File: src/rtl/seven_seg_scan_if.sv
// Application-side bundle for the seven-segment scanner: digit data and
// display controls in, board anode/segment pins and frame marker out.
interface seven_seg_scan_if #(
  parameter int NUM_DIGITS  = 4,
  parameter int BRIGHT_BITS = 4
);
  logic [4*NUM_DIGITS-1:0] i_Digits;
  logic [NUM_DIGITS-1:0]   i_Dp;
  logic [NUM_DIGITS-1:0]   i_Blank;
  logic                    i_Lz_En;
  logic [BRIGHT_BITS-1:0]  i_Brightness;
  logic [NUM_DIGITS-1:0]   o_Anode;
  logic [7:0]              o_Segment;
  logic                    o_Frame_Start;

  modport master (
    output i_Digits, i_Dp, i_Blank, i_Lz_En, i_Brightness,
    input  o_Anode, o_Segment, o_Frame_Start
  );

  modport slave (
    input  i_Digits, i_Dp, i_Blank, i_Lz_En, i_Brightness,
    output o_Anode, o_Segment, o_Frame_Start
  );
endinterface

File: src/rtl/seven_seg_scan.sv
// Time-multiplexed common-anode seven-segment driver with leading-zero
// suppression, PWM brightness with dead time and per-frame shadow latching.
module seven_seg_scan #(
  parameter int NUM_DIGITS  = 4,
  parameter int CLK_HZ      = 100_000_000,
  parameter int REFRESH_HZ  = 1000,
  parameter int BRIGHT_BITS = 4,
  parameter int DEAD_CYCLES = 2
) (
  input logic         i_Clk,
  input logic         i_Rst_n,
  seven_seg_scan_if.slave bus
);
  localparam int SLOT_CYCLES = CLK_HZ / REFRESH_HZ;
  localparam int SUB_CYCLES  = SLOT_CYCLES >> BRIGHT_BITS;
  localparam int SLOT_W      = (SLOT_CYCLES > 1) ? $clog2(SLOT_CYCLES) : 1;
  localparam int DIG_W       = (NUM_DIGITS > 1) ? $clog2(NUM_DIGITS) : 1;
  localparam logic [SLOT_W-1:0] SLOT_LAST = SLOT_W'(SLOT_CYCLES - 1);
  localparam logic [SLOT_W-1:0] DEAD      = SLOT_W'(DEAD_CYCLES);
  localparam logic [SLOT_W-1:0] SUB_LEN   = SLOT_W'(SUB_CYCLES);
  localparam logic [DIG_W-1:0]  DIG_LAST  = DIG_W'(NUM_DIGITS - 1);

  if (CLK_HZ % REFRESH_HZ != 0) begin : g_chk_slot_int
    $error("CLK_HZ / REFRESH_HZ must be an integer");
  end
  if (SLOT_CYCLES % (1 << BRIGHT_BITS) != 0) begin : g_chk_slot_div
    $error("slot length must be a multiple of 2**BRIGHT_BITS");
  end
  if (DEAD_CYCLES >= SLOT_CYCLES) begin : g_chk_dead
    $error("DEAD_CYCLES must be shorter than the slot");
  end
  if (NUM_DIGITS < 1 || NUM_DIGITS > 16) begin : g_chk_digits
    $error("NUM_DIGITS must be in 1..16");
  end

  logic [SLOT_W-1:0]       slot_cnt_reg, slot_cnt_next;
  logic [DIG_W-1:0]        digit_idx_reg, digit_idx_next;
  logic [4*NUM_DIGITS-1:0] digits_sh_reg;
  logic [NUM_DIGITS-1:0]   dp_sh_reg, blank_sh_reg;
  logic                    lz_sh_reg;
  logic [BRIGHT_BITS-1:0]  bright_reg;
  logic [NUM_DIGITS-1:0]   anode_reg, anode_next;
  logic [7:0]              segment_reg, segment_next;
  logic                    frame_start_reg;

  logic                    frame_start, slot_wrap, on_win;
  logic [BRIGHT_BITS-1:0]  sub_idx;
  logic [4*NUM_DIGITS-1:0] digits_eff;
  logic [NUM_DIGITS-1:0]   dp_eff, blank_eff, dig_zero, suppress, anode_sel;
  logic                    lz_eff, lead;
  logic [3:0]              cur_nib;
  logic                    cur_dp, cur_blank, cur_sup;
  logic [6:0]              enc7;

  assign frame_start = (slot_cnt_reg == '0) && (digit_idx_reg == '0);
  assign slot_wrap   = (slot_cnt_reg == SLOT_LAST);
  assign sub_idx     = BRIGHT_BITS'(slot_cnt_reg / SUB_LEN);
  assign on_win      = (slot_cnt_reg >= DEAD) && (sub_idx <= bright_reg);

  always_comb begin
    slot_cnt_next  = slot_wrap ? '0 : slot_cnt_reg + SLOT_W'(1);
    digit_idx_next = digit_idx_reg;
    if (slot_wrap) begin
      digit_idx_next = (digit_idx_reg == DIG_LAST) ? '0 : digit_idx_reg + DIG_W'(1);
    end
  end

  // On the latch cycle itself, display the incoming data so the first slot
  // of a frame never shows the previous frame's digits.
  assign digits_eff = frame_start ? bus.i_Digits : digits_sh_reg;
  assign dp_eff     = frame_start ? bus.i_Dp     : dp_sh_reg;
  assign blank_eff  = frame_start ? bus.i_Blank  : blank_sh_reg;
  assign lz_eff     = frame_start ? bus.i_Lz_En  : lz_sh_reg;

  for (genvar gi = 0; gi < NUM_DIGITS; gi++) begin : g_zero
    assign dig_zero[gi] = blank_eff[gi] | (digits_eff[4*gi +: 4] == 4'h0);
  end

  // Walk down from the most significant digit; digit 0 is always shown.
  always_comb begin
    suppress = '0;
    lead     = lz_eff;
    for (int i = NUM_DIGITS - 1; i > 0; i--) begin
      lead        = lead & dig_zero[i];
      suppress[i] = lead;
    end
  end

  assign cur_nib   = digits_eff[{digit_idx_reg, 2'b00} +: 4];
  assign cur_dp    = dp_eff[digit_idx_reg];
  assign cur_blank = blank_eff[digit_idx_reg];
  assign cur_sup   = suppress[digit_idx_reg];
  assign anode_sel = ~(NUM_DIGITS'(1) << digit_idx_reg);

  always_comb begin
    case (cur_nib)
      4'h0: enc7 = 7'h40;
      4'h1: enc7 = 7'h79;
      4'h2: enc7 = 7'h24;
      4'h3: enc7 = 7'h30;
      4'h4: enc7 = 7'h19;
      4'h5: enc7 = 7'h12;
      4'h6: enc7 = 7'h02;
      4'h7: enc7 = 7'h78;
      4'h8: enc7 = 7'h00;
      4'h9: enc7 = 7'h10;
      4'hA: enc7 = 7'h08;
      4'hB: enc7 = 7'h03;
      4'hC: enc7 = 7'h46;
      4'hD: enc7 = 7'h21;
      4'hE: enc7 = 7'h06;
      default: enc7 = 7'h0E;
    endcase
  end

  always_comb begin
    anode_next   = '1;
    segment_next = 8'hFF;
    if (on_win && !cur_blank) begin
      if (cur_sup) begin
        if (cur_dp) begin
          anode_next   = anode_sel;
          segment_next = 8'h7F;
        end
      end else begin
        anode_next   = anode_sel;
        segment_next = {~cur_dp, enc7};
      end
    end
  end

  always_ff @(posedge i_Clk or negedge i_Rst_n) begin
    if (!i_Rst_n) begin
      slot_cnt_reg    <= '0;
      digit_idx_reg   <= '0;
      digits_sh_reg   <= '0;
      dp_sh_reg       <= '0;
      blank_sh_reg    <= '0;
      lz_sh_reg       <= 1'b0;
      bright_reg      <= '0;
      anode_reg       <= '1;
      segment_reg     <= 8'hFF;
      frame_start_reg <= 1'b0;
    end else begin
      slot_cnt_reg    <= slot_cnt_next;
      digit_idx_reg   <= digit_idx_next;
      anode_reg       <= anode_next;
      segment_reg     <= segment_next;
      frame_start_reg <= frame_start;
      if (frame_start) begin
        digits_sh_reg <= bus.i_Digits;
        dp_sh_reg     <= bus.i_Dp;
        blank_sh_reg  <= bus.i_Blank;
        lz_sh_reg     <= bus.i_Lz_En;
      end
      if (slot_cnt_reg == '0) begin
        bright_reg <= bus.i_Brightness;
      end
    end
  end

  assign bus.o_Anode       = anode_reg;
  assign bus.o_Segment     = segment_reg;
  assign bus.o_Frame_Start = frame_start_reg;
endmodule

File: src/flat_wrapper.sv
// flat-port wrapper written by rule: the top's interface ports become plain ports
module seven_seg_scan_flat 
#(
  parameter int NUM_DIGITS  = 4,
  parameter int CLK_HZ      = 100_000_000,
  parameter int REFRESH_HZ  = 1000,
  parameter int BRIGHT_BITS = 4,
  parameter int DEAD_CYCLES = 2
)
  (i_Clk, i_Rst_n, bus_i_Digits, bus_i_Dp, bus_i_Blank, bus_i_Lz_En, bus_i_Brightness, bus_o_Anode, bus_o_Segment, bus_o_Frame_Start);
  seven_seg_scan_if #(.NUM_DIGITS(NUM_DIGITS), .BRIGHT_BITS(BRIGHT_BITS)) bus_i ();
  input logic i_Clk;
  input logic i_Rst_n;
  input wire logic [$bits(bus_i.i_Digits)-1:0] bus_i_Digits;
  input wire logic [$bits(bus_i.i_Dp)-1:0] bus_i_Dp;
  input wire logic [$bits(bus_i.i_Blank)-1:0] bus_i_Blank;
  input wire logic [$bits(bus_i.i_Lz_En)-1:0] bus_i_Lz_En;
  input wire logic [$bits(bus_i.i_Brightness)-1:0] bus_i_Brightness;
  output wire logic [$bits(bus_i.o_Anode)-1:0] bus_o_Anode;
  output wire logic [$bits(bus_i.o_Segment)-1:0] bus_o_Segment;
  output wire logic [$bits(bus_i.o_Frame_Start)-1:0] bus_o_Frame_Start;
  assign bus_i.i_Digits = bus_i_Digits;
  assign bus_i.i_Dp = bus_i_Dp;
  assign bus_i.i_Blank = bus_i_Blank;
  assign bus_i.i_Lz_En = bus_i_Lz_En;
  assign bus_i.i_Brightness = bus_i_Brightness;
  assign bus_o_Anode = bus_i.o_Anode;
  assign bus_o_Segment = bus_i.o_Segment;
  assign bus_o_Frame_Start = bus_i.o_Frame_Start;
  seven_seg_scan #(.NUM_DIGITS(NUM_DIGITS), .CLK_HZ(CLK_HZ), .REFRESH_HZ(REFRESH_HZ), .BRIGHT_BITS(BRIGHT_BITS), .DEAD_CYCLES(DEAD_CYCLES)) u_core (.i_Clk(i_Clk), .i_Rst_n(i_Rst_n), .bus(bus_i));
endmodule
File: config.mk
export PLATFORM = sky130hd
export DESIGN_NAME = seven_seg_scan_flat
export DESIGN_NICKNAME = d
export VERILOG_FILES = /design/src/rtl/seven_seg_scan_if.sv /design/src/rtl/seven_seg_scan.sv /design/src/flat_wrapper.sv
export SDC_FILE = /design/constraint.sdc
export NUM_CORES = 1
export LEC_CHECK = 0
export CAP_MARGIN = 20
export CELL_PAD_IN_SITES_DETAIL_PLACEMENT = 0
export CELL_PAD_IN_SITES_GLOBAL_PLACEMENT = 2
export CORE_MARGIN = 2
export CORE_UTILIZATION = 36
export DETAILED_ROUTE_END_ITERATION = 8
export PLACE_DENSITY_LB_ADDON = 0.1
export SYNTH_ARGS = -nofsm -noshare
export SYNTH_HDL_FRONTEND = slang
export SYNTH_SLANG_ARGS = --single-unit
export TNS_END_PERCENT = 30
File: constraint.sdc
create_clock -name i_Clk -period 7.3 [get_ports i_Clk]
set_clock_uncertainty 0.2 [all_clocks]
set_input_delay 1.46 -clock i_Clk [delete_from_list [all_inputs] [get_ports i_Clk]]
set_output_delay 1.46 -clock i_Clk [all_outputs]
set_load 0.005 [all_outputs]
# ---- Word-level counts from Yosys, hierarchy flattened
# Memory sizes are Yosys's and may differ from the RTL's.
# Index checks and enable logic that the tools add are counted.
dict set report op_classes {
  div_mod_pow 1
  addsub 2
  bitwise_logic 8
  n_lt_le_gt_ge 3
  n_eq_ne 2
  n_shift 2
  reduce_logical 9
  mux 18
}
# op n
set ops {}
lappend ops {{$mux W8} 3}
lappend ops {{$mux W4} 5}
lappend ops {{$add A17 B1 Y17 const B} 1}
lappend ops {{$div A17 B13 Y17 const B} 1}
lappend ops {{$eq A17 B17 Y1 const B} 1}
lappend ops {{$ge A17 B2 Y1 const B} 1}
lappend ops {{$logic_not A17 Y1} 1}
lappend ops {{$mux W17} 1}
lappend ops {{$mux W16} 1}
lappend ops {{$shiftx A16 B5 Y4} 1}
lappend ops {{$logic_not A4 Y1} 3}
lappend ops {{$bmux W1 S2} 3}
lappend ops {{$le A4 B4 Y1} 1}
lappend ops {{$mux W1} 4}
lappend ops {{$not A4 Y4} 1}
lappend ops {{$shl A1 B2 Y4 const A} 1}
lappend ops {{$and A1 B1 Y1} 3}
lappend ops {{$logic_and A1 B1 Y1} 3}
lappend ops {{$lt A2 B3 Y1 const B} 1}
lappend ops {{$or A1 B1 Y1} 3}
lappend ops {{$add A2 B1 Y2 const B} 1}
lappend ops {{$eq A2 B2 Y1 const B} 1}
lappend ops {{$logic_not A2 Y1} 1}
lappend ops {{$mux W2} 1}
lappend ops {{other kinds (2)} 2}
dict set report totals {
  n_memories 1
  in_bits 31
  word_cells 56
  register_bits 61
  romBits 112
}
# memory words word_bits rd rd_clocked_by_memory_dff wr line_no
set mem_list {}
lappend mem_list {{(no name shown)} 16 7 1 0 0 seven_seg_scan.sv:96} ;# case (cur_nib)

# ---- Depth between registers and ports, before layout
# Gate-level depths: netlist (run 1).
dict set report depth {
  depth_word 12
  depth_mapped 34
  depth_no_buf 30
}

# ---- Worst setup path after synthesis (run 1)
# OpenSTA, ideal clock, no wires.
dict set report synth_path {
  path_type {register to register}
  startpoint {register u_core.slot_cnt_reg[6]}
  endpoint {register u_core.segment_reg[2], in the netlist u_core.bus.o_Segment[2]}
  arrival_time_ns 6.141
  synth_period_minus_slack_ns 6.453
  required_ns 6.988
  setup_slack_ns 0.847
  n_path_buf 4
  path_stages_with_launch 35
  setup_ns 0.112
  cell_sequence {dfrtp_1 > clkbuf_1 > clkbuf_1 > inv_1 > ha_1 > clkbuf_1 > nor3_1 > o21ai_1 > a21oi_1 > a21oi_2 > o311a_4 > nor3_4 > inv_2 > mux2_4 > o211ai_4 > o211a_4 > nor2_2 > inv_2 > buf_6 > mux2i_1 > xnor2_2 > o221ai_1 > a21oi_1 > a31oi_1 > o41ai_2 > ha_1 > nor2b_1 > o21ai_0 > nand2b_1 > a21oi_1 > a41oi_1 > nor2_1 > nand2_1 > nor2_1 > o311ai_0}
}
dict set report synth_via {
  elab_chain_len 12
}
# item line_no
set synth_rtl {}
lappend synth_rtl {{start, declared} seven_seg_scan.sv:36} ;# logic [SLOT_W-1:0] slot_cnt_reg, slot_cnt_next;
lappend synth_rtl {{start signal, assigned} seven_seg_scan.sv:145} ;# slot_cnt_reg <= slot_cnt_next;
lappend synth_rtl {{parallel branches: the longest is 11 deep, another holds $div A17 B13 Y17} -}
lappend synth_rtl {{$mux W8 (*)} seven_seg_scan.sv:119} ;# if (on_win && !cur_blank) begin
lappend synth_rtl {{net u_core.segment_next[2]} seven_seg_scan.sv:43} ;# logic [7:0] segment_reg, segment_next;
lappend synth_rtl {{end signal, assigned} seven_seg_scan.sv:148} ;# segment_reg <= segment_next;
lappend synth_rtl {{end, declared} seven_seg_scan.sv:43}
# Mark *: on every way through the listed nets, which the timed path passes. The select of a mux whose other input is x is not followed.
# A chain may end at the register's enable or synchronous reset.

# ---- Worst setup path after layout (run 1)
dict set report layout_path {
  startpoint {register u_core.slot_cnt_reg[12]}
  endpoint {register u_core.segment_reg[2], in the netlist u_core.bus.o_Segment[2]}
}
# Same word-level chain as after synthesis.

==> results of run 1 <==
## synthesized netlist by cell type (all sizes together), types with 13 or more instances
| master | count | area (um^2) |
|---|---|---|
| nand2 | 61 | 229.0 |
| nor2 | 50 | 190.2 |
| dfrtp | 49 | 1226 |
| o21ai | 40 | 200.2 |
| inv | 32 | 120.1 |
| xnor2 | 27 | 244.0 |
| a21oi | 24 | 123.9 |
| nand3 | 24 | 120.1 |
| clkbuf | 23 | 86.33 |
| ha | 21 | 262.8 |
| mux2 | 21 | 240.2 |
| mux2i | 17 | 170.2 |
| nor2b | 14 | 87.58 |
| a211oi | 13 | 97.59 |
| nor3 | 13 | 81.33 |
## worst max-delay path, delay by kind of cell (launching register included)
kind / cells / cell delay, ns
simple gates: 8 / 1.53
buf+inv: 4 / 0.64
flops: 1 / 0.52
fa+ha+maj: 2 / 0.53
mux: 1 / 0.26
compound gates: 15 / 3.03
## through the flow
step,instances,setup TNS [ns]
after global routing,840,-0.05980
after CTS,838,0
after floorplan,612,0
after detailed placement,823,0
final,840,0
after global placement,823,0
## cell families (layout without fill, tap and decap cells)
| group | Yosys count | in the layout |
|---|---|---|
| multiplexers | 39 | 39 |
| adder cells (fa/ha/maj) | 23 | 23 |
| buffers and inverters | 62 | 106 |
| XOR/XNOR | 35 | 35 |
| AND/OR/NAND/NOR | 222 | 222 |
| flip-flops | 61 | 61 |
| AO/OA/AOI/OAI | 170 | 170 |
## layout by cell type, fill, tap and decap left out, types with 5 or more instances in the layout
cell type / n
nand2_1: 61
inv_1: 30
o21ai_0: 32
nor2_1: 48
nand3_1: 24
o21ai_1: 7
nor4_1: 5
o221ai_1: 7
dfstp_2: 12
or3_1: 8
o31a_1: 5
buf_4: 16
and3_1: 5
xnor2_1: 26
and2_1: 7
or2_2: 8
nor2b_1: 14
mux2_2: 20
clkbuf_16: 9
dfrtp_1: 48
clkdlybuf4s50_1: 42
nor3_1: 11
xor2_1: 8
a211oi_1: 13
ha_1: 20
a21o_1: 5
mux2i_1: 16
a21oi_1: 23
o211ai_1: 7
nand4_1: 6
## routing by layer
layer  routed length (um)  GRT usage (%)  vias up
li1                     -              -     2320
met5                    0              0        -
met1                 7425          28.08     2293
met2                 6448          29.25       98
met3                  604          3.522        7
met4                   94          3.239        0
## power by group through the flow
stage / sequential [uW] / combinational, uW / clock, uW
floorplan: 362 / 25.8 / 0
global placement: 363 / 64.5 / 0
detailed placement: 362 / 64.8 / 0
CTS: 357 / 65.5 / 445
global route: 358 / 72.1 / 462
finish: 357 / 64.4 / 434
## timing repair
item / in CTS / in global routing
endpoints found under the setup margin: 0 / 11
setup buffers: 0 / 2
resized for setup: 0 / 9
hold buffers: 0 / 0
## cell type report
type	instances	area share, %
Multi-Input combinational cell	489	55.89
Timing Repair Buffer	59	8.785
Inverter	32	1.934
Clock buffer	11	4.070
Sequential cell	61	24.84
Tap cell	184	3.707
Clock inverter	4	0.7657
## worst paths after layout
kind,end,slack [ns],cells after the start
min in group asynchronous,u_core.digits_sh_reg[5],1.07,2
setup / recovery,u_core.bus.o_Segment[2],0.45,30
hold / removal,u_core.slot_cnt_reg[0],0.29,1
setup reg to reg,u_core.bus.o_Segment[2],0.45,30
hold reg to reg,u_core.slot_cnt_reg[0],0.29,1
max in group asynchronous,u_core.slot_cnt_reg[5],5.25,2
==> impl_metrics.ini, run 1 <==
[run_status]
status = finished clean

[clock_network]
root_buffer = clkbuf_16
clk_path_buf_depth = 2
clk_pin_slew_ns = 0.06
h-tree-depth = 3
cts-buffers-inserted = 9
clock_latency_ns = 0.33
cts_sinks = 61
cts_tree = done

[yosys]
synth-adder-area-share_pct = 5.436
synth_top_family_by_area = compound AO/OA/AOI/OAI gates
synth_simple_gate_area_share_pct = 21.53
ys_types = 92
ys_ff_latch = 61
synth_ff_type = dfrtp_1
syn_nets = 664
yosysWarnings = 0
synthesis.area_um2 = 5225
synthArstFlopShare_pct = 100.0
muxShareOfSynthArea_pct = 8.285
synth_edf_count = 0
avgSynthCellArea_um2 = 8.538
seq_area_frac_synth_pct = 29.50
synth-compound-area-share_pct = 24.57
syn_inst = 612
synth_xor_area_share_pct = 6.011

[sta]
fin_crit_ns = 6.852
setup_viol = 0
layout_setup_ws_ns = 0.4480
finalHoldViolCount = 0
tightest_slew_ns = 0.9163
whs_ns = 0.2945
max-slew-margin-rel_pct = 38.69
fin_crit_sh_pct = 93.86
fmax_mhz = 145.9
slew_viol_final = 0

[worst_setup_path]
endpoint_kind = register
path_max_fanout = 11
slowest_stage = dfrtp_1
critPathLaunch = u_core.slot_cnt_reg[12]
critPathKind = register to register
rr_startpoint = u_core.slot_cnt_reg[12]
critical_path.max_stage_delay_ns = 0.52
crit_required_ns = 7.32
cp.arrival_ns = 6.87
start_kind = register

[global_routing]
antenna_found_initial = 0
gr-total-overflow = 0
grt_pass1_wl_um = 24290
grt_pass1_vias = 4600
grt_max_degree = 62
grt_use_total_pct = 18.99

[pwr]
p_comb_share_pct = 7.5
p_int_uw = 667.1
finalPower_uw = 854.9
power_frac_clock_pct = 50.7
swShare_pct = 21.96
p_seq_share_pct = 41.7
power_density_nw_per_um2 = 137.7
ir_worst_vdd_mv = 0.1301
switching_power_uw = 187.7
leakage_uw = 0.002460

[route]
drtPass1Iterations = 6
wl_per_cell_um = 17.35
drtIter0Drc = 374
vias_per_cell = 5.617
ant_nets = 0
num_vias = 4718
wirelength_um = 14570
remaining_drc_errors = 0

[placement]
gp_congestion = 0.8662
dp_slack_ns = 0.1830
portBuffers = 43
hpwl_um = 10960
place_area_um2 = 5862

[min_path]
hp-class = register to register
min_from = u_core.slot_cnt_reg[0]

[final_layout]
final_area_um2 = 6210
num-nets-final = 704
largest_reg_flops = 17
final_util_pct = 43.22
area_growth_pct = 18.85
seqCellArea_um2 = 1543
fillCellCount = 1409
drive_gt1_share_pct = 16.01
antenna_cells = 0
multiInputGateArea_um2 = 3471

[die]
die_h_um = 124.5
core_area_um2 = 14370
start_util_pct = 36.36
io_pins = 44
fp-row-count = 44
die_x_um = 124.5
dieArea_um2 = 15490

[run]
drv_cap = 0
(Power assumes the default switching activity.)
==> run 2: changes to the inputs <==
--- a/config.mk
+++ b/config.mk
@@ -15,4 +15,4 @@
 export SYNTH_ARGS = -nofsm -noshare
 export SYNTH_HDL_FRONTEND = slang
 export SYNTH_SLANG_ARGS = --single-unit
-export TNS_END_PERCENT = 30
+export TNS_END_PERCENT = 20
==> results of run 2 <==
Final layout, timing and power as in run 1 (identical DEF).
